===== config.mk =====
export PLATFORM = sky130hd
export DESIGN_NAME = cpu_sdram_bridge
export DESIGN_NICKNAME = d
export VERILOG_FILES = /design/src/rtl/cpu_sdram_bridge_pkg.sv /design/src/rtl/cpu_sdram_bridge_lanes.sv /design/src/rtl/cpu_sdram_bridge.sv
export SDC_FILE = /design/constraint.sdc
export NUM_CORES = 1
export LEC_CHECK = 0
export BUFFER_PORTS_ARGS = -buffer_cell sky130_fd_sc_hd__buf_2
export CAP_MARGIN = 20
export CORE_ASPECT_RATIO = 0.75
export CORE_UTILIZATION = 56
export DETAILED_ROUTE_END_ITERATION = 8
export PLACE_DENSITY_LB_ADDON = 0.25
export SKIP_CTS_REPAIR_TIMING = 1
export SYNTH_ARGS = -nofsm -noshare
export SYNTH_HDL_FRONTEND = slang
export SYNTH_SLANG_ARGS = --single-unit

===== constraint.sdc =====
create_clock -name sysclk -period 4.1 [get_ports sysclk]
set_input_delay 0 -clock sysclk [delete_from_list [all_inputs] [get_ports sysclk]]
set_output_delay 0 -clock sysclk [all_outputs]
set_load 0.01 [all_outputs]

===== src/rtl/cpu_sdram_bridge_pkg.sv =====
// rtl/cpu_sdram_bridge_pkg.sv - shared state, size and cpustate encodings for the CPU SDRAM bridge
package cpu_sdram_bridge_pkg;

    typedef enum logic [2:0] {
        ST_IDLE,
        ST_WORD0,
        ST_GAP,
        ST_WORD1,
        ST_RESP
    } state_t;

    localparam logic [1:0] SZ_BYTE = 2'b00;
    localparam logic [1:0] SZ_WORD = 2'b01;
    localparam logic [1:0] SZ_LONG = 2'b10;
    localparam logic [1:0] SZ_RSVD = 2'b11;

    localparam logic [1:0] CS_FETCH = 2'b00;
    localparam logic [1:0] CS_IDLE  = 2'b01;
    localparam logic [1:0] CS_READ  = 2'b10;
    localparam logic [1:0] CS_WRITE = 2'b11;

    // Reserved size, or a word/long on an odd byte address, never reaches SDRAM.
    function automatic logic req_bad(input logic [1:0] size, input logic addr0);
        return (size == SZ_RSVD) || ((size != SZ_BYTE) && addr0);
    endfunction

endpackage


===== src/rtl/cpu_sdram_bridge_lanes.sv =====
// rtl/cpu_sdram_bridge_lanes.sv - byte-strobe and write-data steering plus read-data alignment
module cpu_sdram_bridge_lanes
    import cpu_sdram_bridge_pkg::*;
(
    input  logic        active,
    input  logic        we,
    input  logic        addr0,
    input  logic        second,
    input  logic [1:0]  size,
    input  logic [31:0] wdata,
    input  logic [15:0] hi,
    input  logic [15:0] lo,
    output logic        cpu_l,
    output logic        cpu_u,
    output logic [15:0] wr,
    output logic [31:0] rdata
);

    // Big-endian bus: an even byte address lives in the upper lane.
    always_comb begin
        cpu_l = 1'b1;
        cpu_u = 1'b1;
        wr    = '0;
        if (active) begin
            if (size == SZ_BYTE) begin
                if (addr0) begin
                    cpu_l = 1'b0;
                    if (we) wr[7:0] = wdata[7:0];
                end else begin
                    cpu_u = 1'b0;
                    if (we) wr[15:8] = wdata[7:0];
                end
            end else begin
                cpu_l = 1'b0;
                cpu_u = 1'b0;
                if (we) wr = (size == SZ_LONG && !second) ? wdata[31:16] : wdata[15:0];
            end
        end
    end

    always_comb begin
        rdata = '0;
        case (size)
            SZ_BYTE: rdata[7:0]  = addr0 ? hi[7:0] : hi[15:8];
            SZ_WORD: rdata[15:0] = hi;
            SZ_LONG: rdata       = {hi, lo};
            default: rdata       = '0;
        endcase
    end

endmodule


===== src/rtl/cpu_sdram_bridge.sv =====
// rtl/cpu_sdram_bridge.sv - request/response front end for the sdram_ctrl CPU port; optional watchdog via CPU_SDRAM_BRIDGE_TIMEOUT_EN
module cpu_sdram_bridge
    import cpu_sdram_bridge_pkg::*;
#(
    parameter int addr_bits      = 25,
    parameter int gap_cycles     = 3,
    parameter int timeout_cycles = 1024
) (
    input  logic                 sysclk,
    input  logic                 reset_n,
    input  logic                 req_valid,
    output logic                 req_ready,
    input  logic                 req_we,
    input  logic                 req_fetch,
    input  logic [1:0]           req_size,
    input  logic [addr_bits:0]   req_addr,
    input  logic [31:0]          req_wdata,
    output logic                 rsp_valid,
    output logic [31:0]          rsp_rdata,
    output logic                 rsp_err,
    output logic [addr_bits-1:0] cpuAddr,
    output logic [3:0]           cpustate,
    output logic                 cpuL,
    output logic                 cpuU,
    output logic [15:0]          cpuWR,
    input  logic [15:0]          cpuRD,
    input  logic                 cpuena
);

    localparam int ADDR_W = addr_bits + 1;

    state_t             state, state_nx;
    logic               we_q, fetch_q, err_q, second_q;
    logic [1:0]         size_q;
    logic [addr_bits:0] addr_q;
    logic [31:0]        wdata_q;
    logic [15:0]        hi_q, lo_q;
    logic [3:0]         gap_cnt;
    logic               accept, in_word, word_done, timed_out;
    logic [31:0]        rdata_al;

    assign req_ready = (state == ST_IDLE);
    assign accept    = req_valid && req_ready;
    assign in_word   = (state == ST_WORD0) || (state == ST_WORD1);
    assign word_done = in_word && cpuena;

`ifdef CPU_SDRAM_BRIDGE_TIMEOUT_EN
    localparam int TW = $clog2(timeout_cycles + 1);
    logic [TW-1:0] to_cnt;

    always_ff @(posedge sysclk or negedge reset_n) begin
        if (!reset_n)              to_cnt <= '0;
        else if (!in_word || cpuena) to_cnt <= '0;
        else                       to_cnt <= to_cnt + 1'b1;
    end

    assign timed_out = in_word && !cpuena && (to_cnt == TW'(timeout_cycles - 1));
`else
    // Without the watchdog the bridge waits on cpuena forever.
    assign timed_out = (timeout_cycles < 0);
`endif

    always_ff @(posedge sysclk or negedge reset_n) begin
        if (!reset_n) state <= ST_IDLE;
        else          state <= state_nx;
    end

    always_comb begin
        state_nx = state;
        cpustate = {1'b0, 1'b1, CS_IDLE};
        case (state)
            ST_IDLE:
                if (accept) state_nx = req_bad(req_size, req_addr[0]) ? ST_RESP : ST_WORD0;
            ST_WORD0, ST_WORD1: begin
                cpustate[3]   = (size_q == SZ_LONG);
                cpustate[2]   = 1'b0;
                cpustate[1:0] = we_q ? CS_WRITE : (fetch_q ? CS_FETCH : CS_READ);
                if (word_done || timed_out) state_nx = ST_GAP;
            end
            ST_GAP:
                if (gap_cnt == 4'd0)
                    state_nx = (size_q == SZ_LONG && !second_q && !err_q) ? ST_WORD1 : ST_RESP;
            ST_RESP:
                state_nx = ST_IDLE;
            default:
                state_nx = ST_IDLE;
        endcase
    end

    always_ff @(posedge sysclk or negedge reset_n) begin
        if (!reset_n) begin
            we_q     <= 1'b0;
            fetch_q  <= 1'b0;
            err_q    <= 1'b0;
            second_q <= 1'b0;
            size_q   <= SZ_BYTE;
            addr_q   <= '0;
            wdata_q  <= '0;
            hi_q     <= '0;
            lo_q     <= '0;
            gap_cnt  <= '0;
        end else begin
            if (accept) begin
                we_q     <= req_we;
                fetch_q  <= req_fetch && !req_we;
                err_q    <= req_bad(req_size, req_addr[0]);
                second_q <= 1'b0;
                size_q   <= req_size;
                addr_q   <= req_addr;
                wdata_q  <= req_wdata;
                hi_q     <= '0;
                lo_q     <= '0;
            end
            if (word_done) begin
                if (state == ST_WORD0) hi_q <= cpuRD;
                else                   lo_q <= cpuRD;
            end
            if (timed_out) err_q <= 1'b1;
            if (state_nx == ST_GAP && state != ST_GAP) gap_cnt <= 4'(gap_cycles - 1);
            else if (gap_cnt != 4'd0)                  gap_cnt <= gap_cnt - 4'd1;
            // The low half of a long sits at addr+2, wrapping across the top of memory.
            if (state == ST_GAP && state_nx == ST_WORD1) begin
                second_q <= 1'b1;
                addr_q   <= addr_q + ADDR_W'(2);
            end
        end
    end

    cpu_sdram_bridge_lanes u_lanes (
        .active (in_word),
        .we     (we_q),
        .addr0  (addr_q[0]),
        .second (second_q),
        .size   (size_q),
        .wdata  (wdata_q),
        .hi     (hi_q),
        .lo     (lo_q),
        .cpu_l  (cpuL),
        .cpu_u  (cpuU),
        .wr     (cpuWR),
        .rdata  (rdata_al)
    );

    assign cpuAddr   = addr_q[addr_bits:1];
    assign rsp_valid = (state == ST_RESP);
    assign rsp_err   = rsp_valid && err_q;
    assign rsp_rdata = (rsp_valid && !we_q && !err_q) ? rdata_al : '0;

endmodule

==> reports/metrics.cfg <==
[run_status]
status = complete, but fails checks
violations = negative hold slack

[power]
cellPowerDensity_nw_per_um2 = 648
p_comb_share_pct = 39.9
ir_drop_uv = 358
power_w = 0.00487
clock_power_share_pct = 20.0
seqPwrFrac_pct = 40.1
power.leakage_nw = 3.77
switchingPower_w = 0.00203
p_int_w = 0.00284
swShare_pct = 41.7

[clock_tree]
clkSinkCount = 103
cts_max_level = 3
clockBufferDepth = 2
cts_buffers = 9
clkSlewWorstSetupHoldPaths_ps = 70
cts_tree = yes
clk_root_buffer_cell = clkbuf_16
clk_latency_ps = 350

[floorplan]
die_w_um = 117
fp.dieH_um = 87.9
placementRows = 30
initial_core_util_pct = 59.2
ios = 164
core_sq_um = 9310
dieArea_sq_um = 10200

[logic_synthesis]
synth_ff_type = dfrtp_1
synth_cells = 656
syn_area_sq_um = 5510
synth_edf_count = 0
yosysSeqAreaShare_pct = 46.8
ys_warn_count = 0
yosys_register_bits = 103
yosysUniqueCellTypes = 59
syn_nets = 745
postSynth.asyncResetShare_pct = 100
synth.avg_cell_area_sq_um = 8.40

[route]
routed_via_density = 6.05
finalWirelength_mm = 17.5
ant_nets = 0
first_pass_iters = 6
drcViolationCount = 0
vias = 6085
wl_per_cell_um = 17.4
first_iter_violations = 723

[setup_path]
crit_fanout = 18
cp.arrival_ps = 3020
end_kind = primary output
criticalPathCategory = reg2out
startpoint_type = register
cp_data_required_time_ps = 4100

[global_route]
grt_overflow_total = 0
first_global_vias = 5149
grt_max_degree = 88
grt_usage_pct = 31.7
grt_pass1_wl_mm = 24.7
antenna_found_initial = 0

[timing]
max-slew-margin-rel_pct = 35.0
rsz0062_at_grt = no
hold_ws_ps = -16.6
fmax_mhz = 332
finalHoldViolCount = 1
setup_tns_ps = 0
worst_pin_slew_ps = 975
skew_ps = 12.6
min_period_over_period_pct = 73.6
final-setup-viol-count = 0
slew_violations = 0
fin_crit_ps = 3020

[place]
gp_congestion = 0.956
dp_hpwl_mm = 11.0
io_buffers = 163

[hold_path]
hold_path_class = in2reg

[cells_and_area]
synthToLayoutAreaGrowth_pct = 36.5
seqCellArea_sq_um = 2580
final_common_cell = nand2_1
diodes = 0
drive_gt1_share_pct = 22.8
fillCellCount = 614
final_nets = 961
multi_input_area_sq_um = 2740
mostFrequentLayoutCells = 212 x nand2_1, 163 x buf_2, 103 x dfrtp_1

[job]
maxCapViolCount = 0

## cells in the mapped netlist, types with 4 or more instances
cell	number	area share (%)
nor4_1	7	0.79
o21ai_0	28	2.5
mux2i_1	15	2.7
a22oi_1	17	2.3
o211ai_1	12	1.6
a21oi_1	6	0.54
nor3_1	4	0.36
or4_1	4	0.54
inv_1	9	0.61
nand3_1	34	3.1
and3_1	20	2.3
dfrtp_1	103	47
nand2_1	212	14
buf_2	5	0.45
nand4_1	9	1.0
nand2b_1	4	0.45
clkbuf_1	36	2.5
a21boi_0	4	0.54
o311ai_0	8	1.3
a222oi_1	8	1.5
ha_1	7	1.6
nor2_1	45	3.1
a2bb2oi_1	8	1.3
## through the flow
step                setup WS, ps  util, %  hold WS [ps]  area (sq um)  cells
floorplan                   2020        -          -296          5510    656
global placement            1480     68.5           189          6370    909
finish                      1080     80.8         -16.6          7520   1005
CTS                          893     72.1          -165          6710    925
detailed placement          1290     68.5           194          6370    909
global route                 955     80.8          5.17          7520   1005
## power groups by stage
stage               Combinational [W]  Sequential, W  Clock, W
floorplan                     0.00127        0.00184         0
global placement              0.00175        0.00191         0
detailed placement            0.00182        0.00193         0
CTS                           0.00184        0.00192  0.000985
global route                  0.00215        0.00200   0.00102
finish                        0.00194        0.00196  0.000974
## worst max-delay path: stages, from the launching register on
cell and delay (ps):
dfrtp_1 520, nor3b_1 460, nor3b_2 840, nand2_1 440
nor2_1 250, buf_2 160
## kinds of logic after synthesis
family          after synthesis  share of synthesized area, %
mux                          16                          2.93
compound gates              107                          14.2
fa+ha+maj                     8                          1.77
simple gates                367                          30.3
xor+xnor                      2                         0.318
flops                       103                          46.8
buf+inv                      53                          3.72
## per-layer routing
layer / part of all wire, % / routed length [um] / track usage, %
met1: 40 / 7030 / 43.3
met2: 47 / 8180 / 49.7
met3: 10 / 1790 / 8.24
met4: 2.9 / 502 / 10.5
met5: 0 / 0 / 0
## sequential cells by signal, indices dropped and copies added (netlist names)
name,flops
lo_q,16
wdata_q,32
fetch_q,1
gap_cnt,4
we_q,1
err_q,1
state,3
hi_q,16
size_q,2
second_q,1
addr_q,26
## final timing paths
kind / endpoint / cells after the start / startpoint / slack [ps]
worst max-delay path: rsp_rdata[10] / 5 / state[1]$_DFF_PN0_ / 1080
worst min-delay path: addr_q[23]$_DFFE_PN0P_ / 3 / req_addr[23] / -20
worst max register to register: addr_q[10]$_DFFE_PN0P_ / 7 / size_q[0]$_DFFE_PN0P_ / 1510
worst min register to register: fetch_q$_DFFE_PN0P_ / 2 / fetch_q$_DFFE_PN0P_ / 470
max in group asynchronous: addr_q[17]$_DFFE_PN0P_ / 3 / reset_n / 3470
min in group asynchronous: addr_q[4]$_DFFE_PN0P_ / 2 / reset_n / 20
## cell type report
| cell class | count | share of cell area, % |
|---|---|---|
| tap | 128 | 2.13 |
| clock buffer | 10 | 3.04 |
| timing repair buffer | 249 | 22.3 |
| sequential | 103 | 34.3 |
| multi-input combinational | 500 | 36.4 |
| clock inverter | 6 | 1.45 |
| inverter | 9 | 0.449 |
(Power assumes the default switching activity.)
